File: config.mk
export PLATFORM = sky130hd
export DESIGN_NAME = uart_rx
export DESIGN_NICKNAME = d
export VERILOG_FILES = /design/src/rtl/uart_rx_pkg.sv /design/src/rtl/uart_rx_sync2.sv /design/src/rtl/uart_rx.sv
export SDC_FILE = /design/constraint.sdc
export NUM_CORES = 1
export LEC_CHECK = 0
export BUFFER_PORTS_ARGS = -buffer_cell sky130_fd_sc_hd__buf_2
export CAP_MARGIN = 20
export CORE_ASPECT_RATIO = 1.75
export CORE_MARGIN = 4
export CORE_UTILIZATION = 56
export CTS_CLUSTER_SIZE = 30
export DETAILED_ROUTE_END_ITERATION = 16
export GPL_ROUTABILITY_DRIVEN = 0
export PLACE_DENSITY_LB_ADDON = 0.25
export SLEW_MARGIN = 10
export SYNTH_ARGS = -nofsm -noshare
export SYNTH_HDL_FRONTEND = slang
export SYNTH_SLANG_ARGS = --single-unit
File: constraint.sdc
create_clock -name clk -period 1.9 [get_ports clk]
set_input_delay 0.38 -clock clk [delete_from_list [all_inputs] [get_ports clk]]
set_output_delay 0.38 -clock clk [all_outputs]
set_load 0.005 [all_outputs]
File: src/rtl/uart_rx_pkg.sv
// Shared UART definitions: FSM state encodings and frame constants, common to the rx and tx blocks.
// Latency: none; this package only holds types, constants and a width helper.
// Backpressure: not applicable; the package holds no logic.
package uart_rx_pkg;

    // One encoding for both directions, so rx and tx state can be compared side by side in waves
    typedef enum logic [1:0] {
        IDLE  = 2'b00,
        START = 2'b01,
        DATA  = 2'b10,
        STOP  = 2'b11
    } uart_state_t;

    // 8N1 framing: 8 data bits, LSB first
    localparam int DATA_BITS = 8;
    localparam int IDX_W     = $clog2(DATA_BITS);

    // Width of a counter that runs 0..n-1. It never drops below 1 bit, so degenerate baud ratios still elaborate.
    function automatic int cnt_width(input int n);
        return (n <= 2) ? 1 : $clog2(n);
    endfunction

endpackage

File: src/rtl/uart_rx_sync2.sv
// Two-flop synchronizer that brings one asynchronous level into the clk domain; reset value is a parameter.
// Latency: 2 clk from d to q.
// Backpressure: none; q follows d continuously.
module sync2 #(
    parameter logic RST_VAL = 1'b1
) (
    input  logic clk,
    input  logic rst,
    input  logic d,
    output logic q
);

    logic meta;

    // Resolve metastability over two stages; reset to the line's idle level so no false edge appears
    always_ff @(posedge clk) begin
        if (rst) begin
            meta <= RST_VAL;
            q    <= RST_VAL;
        end else begin
            meta <= d;
            q    <= meta;
        end
    end

endmodule

File: src/rtl/uart_rx.sv
// 8N1 UART receiver: oversamples the synchronized line with a cycle counter and samples at each bit centre.
// Latency: doneRx pulses 1 clk after the stop-bit centre sample, which comes 3 clk after that point on rx.
// Backpressure: none; doneRx is a 1-clk pulse and rx_data/frame_err hold until the next frame completes.
module uart_rx
    import uart_rx_pkg::*;
#(
    parameter int clk_freq  = 1000000,
    parameter int baud_rate = 9600
) (
    input  logic       clk,
    input  logic       rst,
    input  logic       rx,
    output logic [7:0] rx_data,
    output logic       doneRx,
    output logic       frame_err,
    output logic       busy
);

    localparam int bit_cycles  = clk_freq / baud_rate;
    localparam int half_cycles = bit_cycles / 2;
    localparam int CNT_W       = cnt_width(bit_cycles);

    // Terminal counts. The counter is cleared on each terminal count, so it never wraps.
    localparam logic [CNT_W-1:0] BIT_LAST  = CNT_W'(bit_cycles - 1);
    localparam logic [CNT_W-1:0] HALF_LAST = CNT_W'(half_cycles - 1);
    localparam logic [IDX_W-1:0] IDX_LAST  = IDX_W'(DATA_BITS - 1);

    uart_state_t          state;
    logic [CNT_W-1:0]     cnt;
    logic [IDX_W-1:0]     idx;
    logic [DATA_BITS-1:0] shift;
    logic                 rx_s;

    sync2 #(
        .RST_VAL (1'b1)
    ) u_sync_rx (
        .clk (clk),
        .rst (rst),
        .d   (rx),
        .q   (rx_s)
    );

    // Frame FSM. It also registers every output, so busy/doneRx/frame_err/rx_data come straight from flops.
    always_ff @(posedge clk) begin
        if (rst) begin
            state     <= IDLE;
            cnt       <= '0;
            idx       <= '0;
            shift     <= '0;
            rx_data   <= 8'h00;
            doneRx    <= 1'b0;
            frame_err <= 1'b0;
            busy      <= 1'b0;
        end else begin
            doneRx <= 1'b0;
            case (state)
                // Wait for a low level. The level, not just an edge, starts a frame, so a line still low after a bad stop bit is revalidated.
                IDLE: begin
                    cnt <= '0;
                    idx <= '0;
                    if (!rx_s) begin
                        state <= START;
                        busy  <= 1'b1;
                    end else begin
                        busy  <= 1'b0;
                    end
                end

                // Half a bit in, check that the start bit is still low; a high line here means the low was a glitch
                START: begin
                    if (cnt == HALF_LAST) begin
                        cnt <= '0;
                        if (!rx_s) begin
                            state <= DATA;
                        end else begin
                            state <= IDLE;
                            busy  <= 1'b0;
                        end
                    end else begin
                        cnt <= cnt + 1'b1;
                    end
                end

                // Now aligned to bit centres: sample once per bit period, LSB first
                DATA: begin
                    if (cnt == BIT_LAST) begin
                        cnt        <= '0;
                        shift[idx] <= rx_s;
                        if (idx == IDX_LAST) begin
                            idx   <= '0;
                            state <= STOP;
                        end else begin
                            idx <= idx + 1'b1;
                        end
                    end else begin
                        cnt <= cnt + 1'b1;
                    end
                end

                // Sample the stop bit, publish the byte and return to IDLE at once so a back-to-back start is not missed
                STOP: begin
                    if (cnt == BIT_LAST) begin
                        cnt       <= '0;
                        rx_data   <= shift;
                        doneRx    <= 1'b1;
                        frame_err <= ~rx_s;
                        state     <= IDLE;
                        busy      <= 1'b0;
                    end else begin
                        cnt <= cnt + 1'b1;
                    end
                end

                default: begin
                    state <= IDLE;
                    cnt   <= '0;
                    idx   <= '0;
                    busy  <= 1'b0;
                end
            endcase
        end
    end

endmodule

# --- Word level (Yosys, flattened, before mapping) ---
# Index checks and enable logic that the tools add are counted.
totals:
  out_inout_bits: 11
  wordCells: 61
  inputBits: 3
  register_bits: 33
op_classes:
  order_cmp: 2
  reduce_logical: 11
  n_mux: 22
  n_bitwise: 2
  eq_ne: 12
  n_addsub: 2
op_table:
  columns: ["op", "n"]
  rows:
  - ["7-bit one-hot mux with 3 select lines", 1]
  - ["7-bit two-way mux", 2]
  - ["2-bit two-way mux", 6]
  - ["2-bit != test (second input constant)", 5]
  - ["8-bit bitwise mux", 1]
  - ["2-bit one-hot mux with 4 select lines", 1]
  - ["7-bit by 1-bit adder with 7-bit output (second input constant)", 1]
  - ["7-bit by 6-bit == test with 1-bit output (second input constant)", 1]
  - ["7-bit == test (second input constant)", 1]
  - ["1-bit two-way mux", 6]
  - ["3-bit two-way mux", 2]
  - ["3-bit one-hot mux with 2 select lines", 1]
  - ["2-bit AND reduction", 3]
  - ["5-bit AND reduction", 1]
  - ["2-bit == test (second input constant)", 2]
  - ["3-bit by 4-bit less-than comparator with 1-bit output (second input constant)", 1]
  - ["4-bit AND reduction", 1]
  - ["2-bit OR reduction", 2]
  - ["3-bit by 1-bit adder with 3-bit output (second input constant)", 1]
  - ["1-bit demux with 3-bit select", 1]
  - ["3-bit == test (second input constant)", 1]
  - ["3-bit by 1-bit greater-or-equal comparator with 1-bit output (second input constant)", 1]
  - ["1-bit one-hot mux with 3 select lines", 1]
  - ["3-bit nonzero test", 1]
  - ["6 further kinds", 7]

# --- Depth between registers and ports, before layout ---
# Gate-level depths: netlist of the first run.
depth:
  ltp_word: 5
  ltp_mapped: 6
  mapped_depth_nobuf: 5

# --- Modules after synthesis ---
# Synthesis of the first run repeated with hierarchy kept, for this count alone.
hier_totals:
  cells_unflattened: 175
  hier_area_um2: 1627.8
by_module_without_submodules:
  columns: ["mod", "cells_each", "instances", "seq_area_each_um2", "area_per_inst_um2"]
  rows:
  - ["uart_rx", 171, 1, 620.6, 1575.3]
  - ["sync2", 4, 1, 40.0, 52.6]

# --- Worst setup path after synthesis of the first run ---
# OpenSTA, ideal clock, no wires.
synth_path:
  kind: "flip-flop to flip-flop"
  start: "register cnt[0]"
  end: "register with a tool-made name"
  period_less_slack_ns: 1.732
  path_stages_with_launch: 6
  n_path_buf: 0
  t_required_ns: 1.830
  setup_slack_ns: 0.168
  setup_ns: 0.070
  arrival_ns: 1.662
  path_cell_list: "dfxtp_1 > ha_1 > nand2b_4 > or4_4 > or4_1 > a21oi_1"
synth_lines:
  columns: ["element", "line_no", "source"]
  rows:
  - ["start: declaration", "uart_rx.sv:29", "logic [CNT_W-1:0] cnt;"]
  - ["start signal: assignment", "uart_rx.sv:80", "cnt <= cnt + 1'b1;"]
  - ["start signal: assignment", "uart_rx.sv:96", "cnt <= cnt + 1'b1;"]
  - ["start signal: assignment", "uart_rx.sv:110", "cnt <= cnt + 1'b1;"]

==> flow_metrics.tcl, run 1 <==
set metrics [dict create \
    rsz0062_at_grt "false" \
    grt_pass1_vias 1257 \
    ir_drop_uv 951 \
    hpwl_mm 2.15 \
    path_class "reg -> reg" \
    drive_above_1_share_pct 19.6 \
    synth_seq_area_share_pct 46.7 \
    grt_pass1_wl_mm 5.33 \
    die_area_um2 3420 \
    period_minus_slack_ps 1800 \
    startpoint "cnt[0]" \
    route.vias.total 1212 \
    core_region_area_um2 2360 \
    wl_met1_mm 1.12 \
    start_util_pct 59.9 \
    yosys.cell_types.count 39 \
    critPathTopFamily "simple AND/OR/NAND/NOR gates" \
    hold_start "rx" \
    area_growth_syn_to_layout_pct 17.5 \
    io_pins 14 \
    holdPathStages 2 \
    num_rows 23 \
    async_flop_share_pct 0 \
    final_area_um2 1660 \
    yosys_warnings 0 \
    cts-root-buf "clkbuf_8" \
    synth_edf_count 0 \
    drc 0 \
    critPathCaptureType "flop" \
    synthesis.area_um2 1410 \
    drv_cap 0 \
    wl_met2_mm 1.62 \
    synthFlopType "dfxtp_1" \
    hold_viol_final 0 \
    setup_violations 0 \
    critical_path.max_stage_delay_ps 480 \
    antenna_found_initial 0 \
    crit_buf_inv 0 \
    antenna_cells 0 \
    reg2reg_depth 5 \
    crit_path_cell_trace "ha_2, nand2b_4, or4_4, or4_1, a21oi_1" \
    final.setup.tns_ps 0 \
    clkLatencyLatePin_ps 280 \
    grt_max_degree 15 \
    max-slew-margin-rel_pct 69.3 \
    synth_seq_cells 33 \
    chipWidth_um 46.0 \
    outcome "finished, final reports clean" \
    critical_path_required_ps 2120 \
    io_buffer_count 13 \
    cts_tree "yes" \
    critPathMaxFanout 5 \
    ff2ff_setup_slack_ps 100 \
    gr-total-overflow 0 \
    holdPathEnd "u_sync_rx.meta" \
    arrival_ps 2020 \
    track_usage_pct 21.7 \
    total_power_uw 1400 \
    drt-pass1-iter-count 4 \
    hold_path.class "in -> reg" \
    drv_slew 0 \
    wl_per_cell_um 14.4 \
    die_h_um 74.5 \
    p_per_area_nw_per_um2 845 \
    nNetsFinal 189 \
    vias_per_cell 5.80 \
    worstMarginPinSlew_ps 456 \
    crit_path_top_delay_cell "or4_4" \
    syn_area_per_cell_um2 8.73 \
    numCtsBuffers 5 \
    highest_layer "met4" \
    post_cts_buffers 0 \
    crit_path_start_kind "flop" \
    min_period_over_period_pct 94.6 \
    placed_cell_area_um2 1540 \
    leakage_uw 0.000640 \
    ctsHtreeMaxLevel 2 \
    met3_length_um 122 \
    clock-sinks 33 \
    ant_nets 0 \
    clk_pin_slew_worst_paths_ps 60 \
    wirelength_mm 3.00 \
    finClkSkew_ps 2.47 \
    syn_nets 168 \
    timing.rr.start "cnt[0]" \
    cts_buffer_depth 2 \
    syn_inst 162 \
    max_freq_mhz 556 \
    drt_iter0_drc 26 \
]
-- where the power goes --
group / switching, uW / internal (uW)
sequential: 6.51 / 697
clock: 238 / 427
combinational: 22.5 / 13.2
total: 267 / 1140
-- stage by stage --
stage | instances | util, % | setup WS (ps) | hold WS (ps)
floorplan | 162 | - | 168 | 389
global placement | 201 | 65.4 | 114 | 398
detailed placement | 201 | 65.4 | 84.0 | 414
CTS | 209 | 70.3 | 40.0 | 271
global route | 209 | 70.4 | 32.4 | 268
finish | 209 | 70.4 | 103 | 283
-- synth_stat cells, drive strengths merged, types with 2 or more instances --
cell | instances | area share (%)
mux2i | 8 | 5.7
nor4 | 3 | 1.3
inv | 2 | 0.53
nor3 | 4 | 1.8
or2 | 2 | 0.88
nand4 | 2 | 0.88
a31oi | 2 | 0.88
a21oi | 12 | 4.2
xor2 | 2 | 1.2
clkbuf | 6 | 1.6
xnor2 | 3 | 1.9
dfxtp | 33 | 47
o21ai | 2 | 0.71
nand3 | 5 | 1.8
nand2b | 3 | 1.9
nand4b | 3 | 1.9
nor2 | 18 | 4.8
nand2 | 31 | 8.2
ha | 3 | 2.7
or4 | 2 | 1.3
-- placed cells by master, fill, tap and decap left out, types with 2 or more instances in the layout --
cell      netlist  final
nor3_1          3      3
xnor2_1         3      3
ha_1            3      2
a21oi_1        12     12
or2_2           2      2
dfxtp_1        33     33
nand2_1        31     31
inv_1           2      2
a31oi_1         2      2
xor2_1          2      2
clkbuf_8        0      6
nand2b_1        2      2
mux2i_1         8      8
buf_4           0      8
o21ai_0         2      2
nand4_1         2      2
nor4_1          3      3
nand3_1         5      5
nand4b_1        3      3
buf_2           1     13
nor2_1         18     18
-- repair_timing --
item / 4_1_cts / 5_1_grt
hold buffers: 0 / 0
setup endpoints to repair: 0 / 1
gates resized for setup: 0 / 1
-- worst register-to-register path, delay by kind of cell, from the launching register on --
family	cells	cell delay (ps)
AND/OR/NAND/NOR	3	980
AO/OA/AOI/OAI	1	140
adder cells (fa/ha/maj)	1	260
flip-flops	1	360
-- logic make-up (layout without fill, tap and decap cells) --
| kind of cell | Yosys count | count (layout) | synth area share, % |
|---|---|---|---|
| fa+ha+maj | 3 | 3 | 2.66 |
| mux | 8 | 8 | 5.66 |
| buf+inv | 10 | 32 | 2.74 |
| compound gates | 22 | 22 | 9.56 |
| flops | 33 | 33 | 46.7 |
| simple gates | 81 | 81 | 29.6 |
| xor+xnor | 5 | 5 | 3.10 |
-- registers in the layout (all words and copies together) (netlist names), named ones only --
register and flops:
idx 3, doneRx 1, cnt 7, state 1, u_sync_rx.meta 1, shift 8
frame_err 1, u_sync_rx.q 1, rx_data 8, busy 1
-- how the worst max path moves through the flow --
stage / endpoint / slack [ps] / cells after the start
4_1_cts: flop / 40 / 5
5_1_grt: flop / 30 / 5
2_1_floorplan: flop / 170 / 5
6_report: flop / 100 / 5
3_3_place_gp: flop / 110 / 5
3_5_place_dp: flop / 80 / 5
-- layout make-up --
cell class,count,area [um^2]
Timing Repair Buffer,21,125
Fill cell,200,698
Inverter,3,11.3
Clock buffer,7,86.3
Clock inverter,1,30.0
Sequential cell,33,661
Tap cell,25,31.3
Multi-Input combinational cell,119,717
-- metal layers --
layer / up-vias / track usage (%)
met4: 0 / 14.6
met5: - / 0
met2: 32 / 35.9
li1: 608 / -
met3: 15 / 7.02
met1: 557 / 22.2
(Power assumes the default switching activity.)
==> run 2: changes to the inputs <==
--- a/config.mk
+++ b/config.mk
@@ -5,15 +5,17 @@
 export SDC_FILE = /design/constraint.sdc
 export NUM_CORES = 1
 export LEC_CHECK = 0
+export ABC_AREA = 1
 export BUFFER_PORTS_ARGS = -buffer_cell sky130_fd_sc_hd__buf_2
 export CAP_MARGIN = 20
 export CORE_ASPECT_RATIO = 1.75
 export CORE_MARGIN = 4
-export CORE_UTILIZATION = 56
+export CORE_UTILIZATION = 57
 export CTS_CLUSTER_SIZE = 30
 export DETAILED_ROUTE_END_ITERATION = 16
 export GPL_ROUTABILITY_DRIVEN = 0
 export PLACE_DENSITY_LB_ADDON = 0.25
+export SETUP_SLACK_MARGIN = 0.05
 export SLEW_MARGIN = 10
 export SYNTH_ARGS = -nofsm -noshare
 export SYNTH_HDL_FRONTEND = slang
==> run 2 against run 1 <==
Compared with the run above: global-route usage down 3.2 points; routed wire length down 8.4%; combinational power up 140%; synthesized cell count up 14%; non-clock buffer count down 6; clock skew up 1.1 ps; flip-flop and latch count unchanged; sequential share of layout area up 1.2 points; design area down 2.9%; fmax up 17%.
==> flow_metrics.tcl, run 2 <==
set metrics [dict create \
    synthTopCellsByArea "dfxtp_1, nand2_1, a21oi_1, inv_1, nor2_1" \
    synth_seq_area_share_pct 45.7 \
    wl_per_cell_um 12.1 \
    post_cts_resized 0 \
    track_usage_pct 18.5 \
    yosys.cell_types.count 26 \
    synth_top_area_share_pct 45.7 \
    drt_iter0_drc 25 \
    critical_path_required_ps 2120 \
    finClkSkew_ps 3.62 \
    critical_path.max_stage_delay_ps 360 \
    io_buffer_count 13 \
    max-slew-margin-rel_pct 73.7 \
    antenna_cells 0 \
    hold_viol_final 0 \
    area_growth_syn_to_layout_pct 11.7 \
    post_cts_buffers 0 \
    drive_above_1_share_pct 18.3 \
    leakage_uw 0.000721 \
    gr-total-overflow 0 \
    die_h_um 74.6 \
    synth_seq_cells 33 \
    synthFlopType "dfxtp_1" \
    ir_drop_uv 690 \
    route.vias.total 1223 \
    syn_inst 185 \
    syn_area_per_cell_um2 7.81 \
    ant_nets 0 \
    wirelength_mm 2.75 \
    yosys_warnings 0 \
    cts_buffer_depth 2 \
    die_area_um2 3440 \
    final.setup.tns_ps 0 \
    antenna_found_initial 0 \
    drv_cap 0 \
    dpl_worst_slack_ps 388 \
    hpwl_mm 2.06 \
    nNetsFinal 207 \
    core_region_area_um2 2360 \
    synth_edf_count 0 \
    hold_path.class "in -> reg" \
    layout_commonest_cell "dfxtp_1" \
    largestRegisters "rx_data: 8 flops, shift: 8 flops, cnt: 7 flops" \
    worstMarginPinSlew_ps 394 \
    cts-root-buf "clkbuf_8" \
    drc 0 \
    arrival_ps 1760 \
    placedCellCount 219 \
    ctsHoldBuffers 0 \
    drv_slew 0 \
    syn_nets 191 \
    vias_per_cell 5.39 \
    final_cell_mix "dfxtp_1, nand2_1, inv_1, a21oi_1, nor2_1" \
    grt_pass1_wl_mm 4.68 \
    max_freq_mhz 649 \
    crit_path_cell_trace "ha_1, nand2_1, clkinv_2, nand3_2, nor2_2, nand2_1, o21bai_1, nand2_1, nor2_1" \
    crit_path_top_delay_cell "dfxtp_1" \
    outcome "finished, final reports clean" \
    rsz0062_at_grt "false" \
    synthesis.area_um2 1450 \
    setup_violations 0 \
    chipWidth_um 46.1 \
    synth_top_area_cell "dfxtp_1" \
    numCtsBuffers 5 \
    clk_pin_slew_worst_paths_ps 60 \
    critPathMaxFanout 5 \
    crit_top_cell "nand2_1" \
    ctsHtreeMaxLevel 2 \
    grt_pass1_vias 1194 \
    cts_tree "yes" \
    clkLatencyLatePin_ps 280 \
    critPathCaptureType "flop" \
    start_util_pct 61.2 \
    synth.cells.most_frequent "dfxtp_1, nand2_1, inv_1" \
    placed_cell_area_um2 1510 \
    stdcell_count 227 \
    min_period_over_period_pct 81.1 \
    io_pins 14 \
    drt-pass1-iter-count 4 \
    crit_path_start_kind "flop" \
    num_rows 23 \
    period_minus_slack_ps 1540 \
    grt_max_degree 20 \
    async_flop_share_pct 0 \
    path_class "reg -> reg" \
    final_area_um2 1610 \
    clock-sinks 33 \
    synth_most_common_cell "dfxtp_1" \
    fin_ws_ps 359 \
    p_per_area_nw_per_um2 851 \
]
## run 2: cell types whose count changed in the layout (fill, tap and decap cells not counted), sizes merged, moves of 4 or more
cell / change
nor2: +4
nand4: +4
mux2i: -8
o21ai: +10
inv: +22
buf: -6
a21oi: +8
## run 2: critical path, delay by kind of cell, from the launching register on
family,cells,cell delay (ps)
simple gates,6,690
flops,1,360
fa+ha+maj,1,200
compound gates,1,160
buf+inv,1,70
## run 2: final cells by class
class | count | area, um^2
repair buffers | 15 | 80.1
inverters | 25 | 95.1
well taps | 25 | 31.3
clock inverters | 1 | 5.00
flip-flops and latches | 33 | 661
clock buffers | 7 | 96.3
multi-input cells | 121 | 646
fillers | 214 | 746
## run 2: final timing paths
path,startpoint,depth (start not counted),endpoint,slack [ps]
worst min-delay path,rx,2,u_sync_rx.meta,280
worst max-delay path,cnt[0],9,shift[1],360
worst max register to register,cnt[0],9,shift[1],360
worst min register to register,u_sync_rx.meta,1,u_sync_rx.q,410
## run 2: stage by stage
step / util, % / hold slack (ps) / total power [uW]
floorplan: - / 389 / 798
detailed placement: 64.1 / 401 / 820
global route: 68.4 / 287 / 1440
CTS: 68.4 / 280 / 1380
finish: 68.4 / 280 / 1370
global placement: 64.1 / 395 / 815
## run 2: kinds of logic (layout without fill, tap and decap cells)
family          Yosys count  count (layout)  synth area share, %
simple gates             78              78                 26.0
fa+ha+maj                 3               3                 2.60
compound gates           36              36                 13.7
buf+inv                  31              48                 9.61
xor+xnor                  4               4                 2.42
flops                    33              33                 45.7
## run 2: layer usage
layer	share of wire [%]	vias up	GRT usage, %
met2	55	18	34.7
met3	3.6	9	5.74
li1	-	625	-
met5	0	-	0
met4	2.6	0	7.59
met1	39	571	17.6
## run 2: report_power, final
part / switching [uW] / internal (uW)
logic: 61.4 / 24.8
clock network: 239 / 327
registers: 18.0 / 703
total: 318 / 1050
